--- src/rtl/traffic_sequencer_pkg.sv ---
// Shared types and helpers for the traffic phase sequencer.
// Lamp and phase encodings are externally visible and must stay fixed.
package traffic_pkg;

    typedef enum logic [1:0] {
        RED    = 2'b00,
        YELLOW = 2'b01,
        GREEN  = 2'b10
    } light_t;

    typedef enum logic [2:0] {
        NS_GREEN  = 3'd0,
        NS_YELLOW = 3'd1,
        ALL_RED_A = 3'd2,
        EW_GREEN  = 3'd3,
        EW_YELLOW = 3'd4,
        ALL_RED_B = 3'd5,
        WALK      = 3'd6
    } phase_t;

    typedef struct packed {
        light_t ns;
        light_t ew;
        logic   walk;
    } lamps_t;

    // A programmed duration of zero still holds the phase for one tick.
    function automatic int unsigned min_one(input int unsigned x);
        return (x == 0) ? 1 : x;
    endfunction

    function automatic lamps_t decode_lamps(input phase_t p);
        lamps_t l;
        l = '{ns: RED, ew: RED, walk: 1'b0};
        case (p)
            NS_GREEN:  l.ns = GREEN;
            NS_YELLOW: l.ns = YELLOW;
            EW_GREEN:  l.ew = GREEN;
            EW_YELLOW: l.ew = YELLOW;
            WALK:      l.walk = 1'b1;
            default:   l = '{ns: RED, ew: RED, walk: 1'b0};
        endcase
        return l;
    endfunction

endpackage

--- src/rtl/traffic_sequencer_if.sv ---
// Timer handshake, pedestrian button and lamp outputs of the sequencer.
// timer_done is a one-cycle pulse honoured only while timer_enable is high.
interface traffic_sequencer_if;
    import traffic_pkg::*;

    logic   timer_done;
    logic   ped_request;
    logic   timer_enable;
    light_t ns_light;
    light_t ew_light;
    logic   walk;
    logic   ped_ack;
    phase_t phase;

    modport master (
        input  timer_done,
        input  ped_request,
        output timer_enable,
        output ns_light,
        output ew_light,
        output walk,
        output ped_ack,
        output phase
    );

    modport slave (
        output timer_done,
        output ped_request,
        input  timer_enable,
        input  ns_light,
        input  ew_light,
        input  walk,
        input  ped_ack,
        input  phase
    );

endinterface

--- src/rtl/traffic_sequencer_tick_counter.sv ---
// Counts qualified timer ticks and flags the tick that completes a phase.
// Self-clears on expiry so the count never exceeds limit-1.
module tick_counter #(
    parameter int TICK_W = 8
) (
    input  logic              clock,
    input  logic              reset,
    input  logic              clear,
    input  logic              tick,
    input  logic [TICK_W-1:0] limit,
    output logic              expire
);

    logic [TICK_W-1:0] cnt_q;
    logic [TICK_W-1:0] cnt_d;

    assign expire = tick && (cnt_q == (limit - TICK_W'(1)));

    always_comb begin
        cnt_d = cnt_q;
        if (clear || expire) begin
            cnt_d = '0;
        end else if (tick) begin
            cnt_d = cnt_q + TICK_W'(1);
        end
    end

    always_ff @(posedge clock) begin
        if (reset) begin
            cnt_q <= '0;
        end else begin
            cnt_q <= cnt_d;
        end
    end

endmodule

--- src/rtl/traffic_sequencer.sv ---
// Four-way intersection phase controller driven by an upstream period timer,
// with a latched pedestrian request served by an all-red WALK phase.
module traffic_sequencer
    import traffic_pkg::*;
#(
    parameter int GREEN_TICKS  = 4,
    parameter int YELLOW_TICKS = 1,
    parameter int RED_TICKS    = 1,
    parameter int WALK_TICKS   = 3,
    parameter int TICK_W       = 8
) (
    input logic               clock,
    input logic               reset,
    traffic_sequencer_if.master bus
);

    localparam logic [TICK_W-1:0] GreenLim  = TICK_W'(min_one(GREEN_TICKS));
    localparam logic [TICK_W-1:0] YellowLim = TICK_W'(min_one(YELLOW_TICKS));
    localparam logic [TICK_W-1:0] RedLim    = TICK_W'(min_one(RED_TICKS));
    localparam logic [TICK_W-1:0] WalkLim   = TICK_W'(min_one(WALK_TICKS));

    phase_t            state_q, state_d;
    logic              en_q, en_d;
    logic              pend_q, pend_d;
    logic              ack_q, ack_d;
    lamps_t            lamps_q, lamps_d;
    logic              tick;
    logic              expire;
    logic [TICK_W-1:0] limit;

    // Pulses arriving during the realignment cycle must not count.
    assign tick = bus.timer_done && en_q;

    always_comb begin
        case (state_q)
            NS_GREEN, EW_GREEN:   limit = GreenLim;
            NS_YELLOW, EW_YELLOW: limit = YellowLim;
            WALK:                 limit = WalkLim;
            default:              limit = RedLim;
        endcase
    end

    tick_counter #(
        .TICK_W (TICK_W)
    ) u_tick_counter (
        .clock  (clock),
        .reset  (reset),
        .clear  (!en_q),
        .tick   (tick),
        .limit  (limit),
        .expire (expire)
    );

    always_comb begin
        state_d = state_q;
        en_d    = 1'b1;
        ack_d   = 1'b0;
        pend_d  = pend_q || (bus.ped_request && (state_q != WALK));
        if (expire) begin
            en_d = 1'b0;
            case (state_q)
                NS_GREEN:  state_d = NS_YELLOW;
                NS_YELLOW: state_d = ALL_RED_A;
                ALL_RED_A: state_d = EW_GREEN;
                EW_GREEN:  state_d = EW_YELLOW;
                EW_YELLOW: state_d = ALL_RED_B;
                ALL_RED_B: begin
                    if (pend_d) begin
                        state_d = WALK;
                        pend_d  = 1'b0;
                        ack_d   = 1'b1;
                    end else begin
                        state_d = NS_GREEN;
                    end
                end
                default:   state_d = NS_GREEN;
            endcase
        end
        // Decoding the next state keeps the registered lamps aligned with state_q.
        lamps_d = decode_lamps(state_d);
    end

    always_ff @(posedge clock) begin
        if (reset) begin
            state_q <= ALL_RED_B;
            en_q    <= 1'b0;
            pend_q  <= 1'b0;
            ack_q   <= 1'b0;
            lamps_q <= '{ns: RED, ew: RED, walk: 1'b0};
        end else begin
            state_q <= state_d;
            en_q    <= en_d;
            pend_q  <= pend_d;
            ack_q   <= ack_d;
            lamps_q <= lamps_d;
        end
    end

    assign bus.timer_enable = en_q;
    assign bus.ns_light     = lamps_q.ns;
    assign bus.ew_light     = lamps_q.ew;
    assign bus.walk         = lamps_q.walk;
    assign bus.ped_ack      = ack_q;
    assign bus.phase        = state_q;

endmodule

--- src/flat_wrapper.sv ---
// flat-port wrapper written by rule: the top's interface ports become plain ports
module traffic_sequencer_flat import traffic_pkg::*;
#(
    parameter int GREEN_TICKS  = 4,
    parameter int YELLOW_TICKS = 1,
    parameter int RED_TICKS    = 1,
    parameter int WALK_TICKS   = 3,
    parameter int TICK_W       = 8
)
  (clock, reset, bus_timer_done, bus_ped_request, bus_timer_enable, bus_ns_light, bus_ew_light, bus_walk, bus_ped_ack, bus_phase);
  traffic_sequencer_if bus_i ();
  input logic clock;
  input logic reset;
  input wire logic [$bits(bus_i.timer_done)-1:0] bus_timer_done;
  input wire logic [$bits(bus_i.ped_request)-1:0] bus_ped_request;
  output wire logic [$bits(bus_i.timer_enable)-1:0] bus_timer_enable;
  output wire logic [$bits(bus_i.ns_light)-1:0] bus_ns_light;
  output wire logic [$bits(bus_i.ew_light)-1:0] bus_ew_light;
  output wire logic [$bits(bus_i.walk)-1:0] bus_walk;
  output wire logic [$bits(bus_i.ped_ack)-1:0] bus_ped_ack;
  output wire logic [$bits(bus_i.phase)-1:0] bus_phase;
  assign bus_i.timer_done = bus_timer_done;
  assign bus_i.ped_request = bus_ped_request;
  assign bus_timer_enable = bus_i.timer_enable;
  assign bus_ns_light = bus_i.ns_light;
  assign bus_ew_light = bus_i.ew_light;
  assign bus_walk = bus_i.walk;
  assign bus_ped_ack = bus_i.ped_ack;
  assign bus_phase = bus_i.phase;
  traffic_sequencer #(.GREEN_TICKS(GREEN_TICKS), .YELLOW_TICKS(YELLOW_TICKS), .RED_TICKS(RED_TICKS), .WALK_TICKS(WALK_TICKS), .TICK_W(TICK_W)) u_core (.clock(clock), .reset(reset), .bus(bus_i));
endmodule
--- config.mk ---
export PLATFORM = sky130hd
export DESIGN_NAME = traffic_sequencer_flat
export DESIGN_NICKNAME = d
export VERILOG_FILES = /design/src/rtl/traffic_sequencer_pkg.sv /design/src/rtl/traffic_sequencer_if.sv /design/src/rtl/traffic_sequencer_tick_counter.sv /design/src/rtl/traffic_sequencer.sv /design/src/flat_wrapper.sv
export SDC_FILE = /design/constraint.sdc
export NUM_CORES = 1
export LEC_CHECK = 0
export BUFFER_PORTS_ARGS = -buffer_cell sky130_fd_sc_hd__buf_2
export CAP_MARGIN = 0
export CORE_MARGIN = 2
export CORE_UTILIZATION = 50
export CTS_BUF_LIST = sky130_fd_sc_hd__clkbuf_2
export DETAILED_ROUTE_END_ITERATION = 7
export PLACE_DENSITY = 0.74
export SYNTH_ARGS = -nofsm -noshare
export SYNTH_HDL_FRONTEND = slang
export SYNTH_SLANG_ARGS = --single-unit
--- constraint.sdc ---
create_clock -name clock -period 3.8 [get_ports clock]
set_clock_uncertainty 0.05 [all_clocks]
set_input_delay 0.76 -clock clock [delete_from_list [all_inputs] [get_ports clock]]
set_output_delay 0.76 -clock clock [all_outputs]
set_load 0.005 [all_outputs]
==> results by group <==
CTS
  • Setup Buffers After CTS: 0
  • Clock sinks: 19
  • CTS root buffer: clkbuf_2
  • CTS-repair resized insts: 0
  • Clock Tree Buf Depth: 2
  • Clock latency at the later pin of the worst-skew pair: 0.31 ns
  • Hold Buf Count CTS: 0
  • # H-tree levels: 1
  • Clock transition at path regs: 0.19 ns
  • Clock buffer count from CTS: 3
  • CTS tree: built

Final layout
  • Layout cells sized above 1: 25.8%
  • N_diodes: 0
  • Fillers: 181
  • Commonest non-fill, non-tap cell in the layout: dfxtp_1
  • Most frequent cells in the layout: dfxtp_1 (19), buf_2 (13), nor3_1 (9)
  • Fin area: 1100 um2
  • Non-filler cells, final: 147
  • Net count, final: 126
  • Area growth syn-to-layout: 3.66%

Hold path
  • Worst hold stages: 2
  • Worst hold path startpoint: u_core.u_tick_counter.cnt_q[3]$_SDFFE_PP0P_
  • Tightest Hold Check Type: reg2reg
  • Min-Delay Endpoint: u_core.u_tick_counter.cnt_q[3]$_SDFFE_PP0P_

Critical path
  • Setup slack, reg-to-reg: 1.28 ns
  • R2R Path End: u_core.bus.ns_light[0]$_SDFF_PP0_
  • Max stage delay on crit path: 0.76 ns
  • Slowest-stage cell, CP: a211oi_4
  • Required time of the critical path: 4.01 ns
  • Buf/Inv on CP: 0
  • Critical path data arrival time: 2.73 ns
  • Delay-heaviest family, CP: compound AO/OA/AOI/OAI gates
  • Crit-path max FO: 17
  • R2R depth: 4
  • Crit. End Element: flip-flop
  • Worst Setup Start Kind: flip-flop
  • Cells along the critical path: xnor2_1, a2111o_1, a211oi_4, mux2i_1
  • Worst r2r src: u_core.bus.phase[2]$_SDFF_PP1_
  • Crit Path Category: reg2reg

STA
  • Fmax: 0.398 GHz
  • Tmin final: 2.52 ns
  • Final Hold Fails: 0
  • Slew Limit Fails: 0
  • Setup TNS: 0 ns
  • Crit share post-route: 66.2%
  • Unrepaired setup endpoints after global routing: no
  • Relative slew slack: 42.4%
  • Actual slew at the worst max-slew pin: 0.861 ns
  • Endpoints failing setup: 0

Floorplan
  • Row count: 16
  • Io pins: 14
  • Die Y: 50.1 um
  • Initial Util: 53.5%
  • Core ar.: 1980 um2
  • Die Area: 2510 um2
  • Die Wd: 50.1 um

Global routing
  • GR Overflow Total: 0
  • Vias in the first global route: 722
  • GRT Total Usage: 16.4%
  • Largest net degree at the start of global routing: 18
  • Initial antenna violation count: 0
  • First-pass GRT wire length: 3.15 mm

Synthesis
  • Mapped cell area: 1060 um2
  • Yosys warnings: 0
  • Post-synth EDFFs: 0
  • Netlist cell types: 41
  • Post-Syn Instances: 111
  • Synthesized flop and latch total: 19
  • Sequential-to-total area share from yosys stat: 35.8%
  • Syn Nets: 116
  • Async set or reset register ratio after synthesis: 0%
  • Main synth FF type: dfxtp_1
  • Avg Cell Area, Syn: 9.56 um2

Routing
  • Post-DRT Antenna Nets: 0
  • DR pass1 iterations: 4
  • Detailed-route wire length: 1.89 mm
  • 1st-iter DRT viols: 15
  • Via count: 852
  • Routed len/inst: 12.9 um
  • Drc violations: 0
  • DR vias/cell: 5.80

Place
  • Dpl hpwl: 1.38 mm
  • Dpl cells: 143
  • Placer Congestion: 0.881
  • Placed Area: 1080 um2
  • Port-buffer cells: 13

Power
  • Total Power: 0.364 mW
  • Leak: 0.417 nW
  • Peak VDD IR: 0.000247 V
  • Pwr Density: 331 nW/um2

Job
  • Max-capacitance violation count: 0

Status
  • Status: finished, final reports clean
==> tightest hold or removal path: cells and delay by family (launching register included) <==
family | cells | cell delay (ns)
flops | 1 | 0.37
simple gates | 1 | 0.05
xor+xnor | 1 | 0.16
==> worst max-delay path by stage <==
| stage | slack [ns] | startpoint | end | cells after the start |
|---|---|---|---|---|
| global route | 1.11 | u_core.bus.phase[2]$_SDFF_PP1_ | u_core.bus.phase[0]$_SDFF_PP1_ | 4 |
| floorplan | 1.66 | bus_timer_done | u_core.pend_q$_SDFF_PP0_ | 5 |
| detailed placement | 1.15 | bus_timer_done | u_core.bus.phase[1]$_SDFF_PP0_ | 5 |
| CTS | 1.27 | u_core.bus.phase[2]$_SDFF_PP1_ | u_core.bus.ns_light[0]$_SDFF_PP0_ | 4 |
| finish | 1.28 | u_core.bus.phase[2]$_SDFF_PP1_ | u_core.bus.ns_light[0]$_SDFF_PP0_ | 4 |
| global placement | 1.20 | bus_timer_done | u_core.bus.phase[1]$_SDFF_PP0_ | 5 |
==> metrics by stage <==
| step | utilization (%) | hold WS, ns | worst slack (ns) |
|---|---|---|---|
| CTS | 55.5 | 0.549 | 1.27 |
| detailed placement | 54.5 | 0.527 | 1.15 |
| global placement | 54.5 | 0.508 | 1.20 |
| finish | 55.5 | 0.552 | 1.28 |
| global route | 55.5 | 0.578 | 1.11 |
| floorplan | - | 0.483 | 1.66 |
==> cells in the mapped netlist (all sizes together) (2+ instances only) <==
library cell  number  share of area, %
xor2               6               5.0
nand3              2              0.94
a21oi              5               2.4
nand2              7               2.5
mux2i              6               5.7
or4                2               1.5
or2                5               2.9
a21o               3               2.4
nand4              4               2.4
nor3               9               4.2
a211o              2               1.8
o211ai             2               1.4
xnor2              2               1.7
a211oi             2               2.6
nor2b              2               1.2
clkbuf             2               2.6
nand2b             3               1.8
nand3b             2               1.4
dfxtp             19                36
nor2               6               2.1
buf                6               5.0
==> sequential cells by signal (all words and copies together) (netlist names) <==
signal                       cells
u_core.pend_q                    1
u_core.bus.phase                 3
u_core.bus.walk                  1
u_core.bus.timer_enable          1
u_core.u_tick_counter.cnt_q      8
u_core.bus.ew_light              2
u_core.bus.ped_ack               1
u_core.bus.ns_light              2
==> cell families after synthesis <==
family                   after synthesis  synth area share (%)
AND/OR/NAND/NOR                       48                  25.4
AO/OA/AOI/OAI                         20                  17.5
flip-flops                            19                  35.8
buffers and inverters                  9                  7.90
XOR/XNOR                               8                  6.60
multiplexers                           6                  5.66
adder cells (fa/ha/maj)                1                  1.18
==> final cells by class <==
cell class | instances | area (um2) | share of cell area, %
clock buffers | 3 | 15.0 | 1.37
clock inverters | 1 | 5.00 | 0.455
inverters | 1 | 3.75 | 0.341
multi-input cells | 83 | 597 | 54.3
flip-flops and latches | 19 | 380 | 34.6
well taps | 27 | 33.8 | 3.07
repair buffers | 13 | 65.1 | 5.92
==> metal layers <==
metal	vias up	part of all wire (%)	track usage [%]
met5	-	0	0
li1	429	-	-
met1	402	45	20.0
met4	0	0	2.78
met2	21	50	28.1
met3	0	4.3	5.45
==> report_power, final <==
| part | internal, mW | leakage, nW | switching (mW) |
|---|---|---|---|
| clock | 0.0238 | 0.0164 | 0.0629 |
| combinational | 0.0268 | 0.247 | 0.0307 |
| sequential | 0.207 | 0.154 | 0.0126 |
Note: power is estimated with default switching activity, not from simulation.
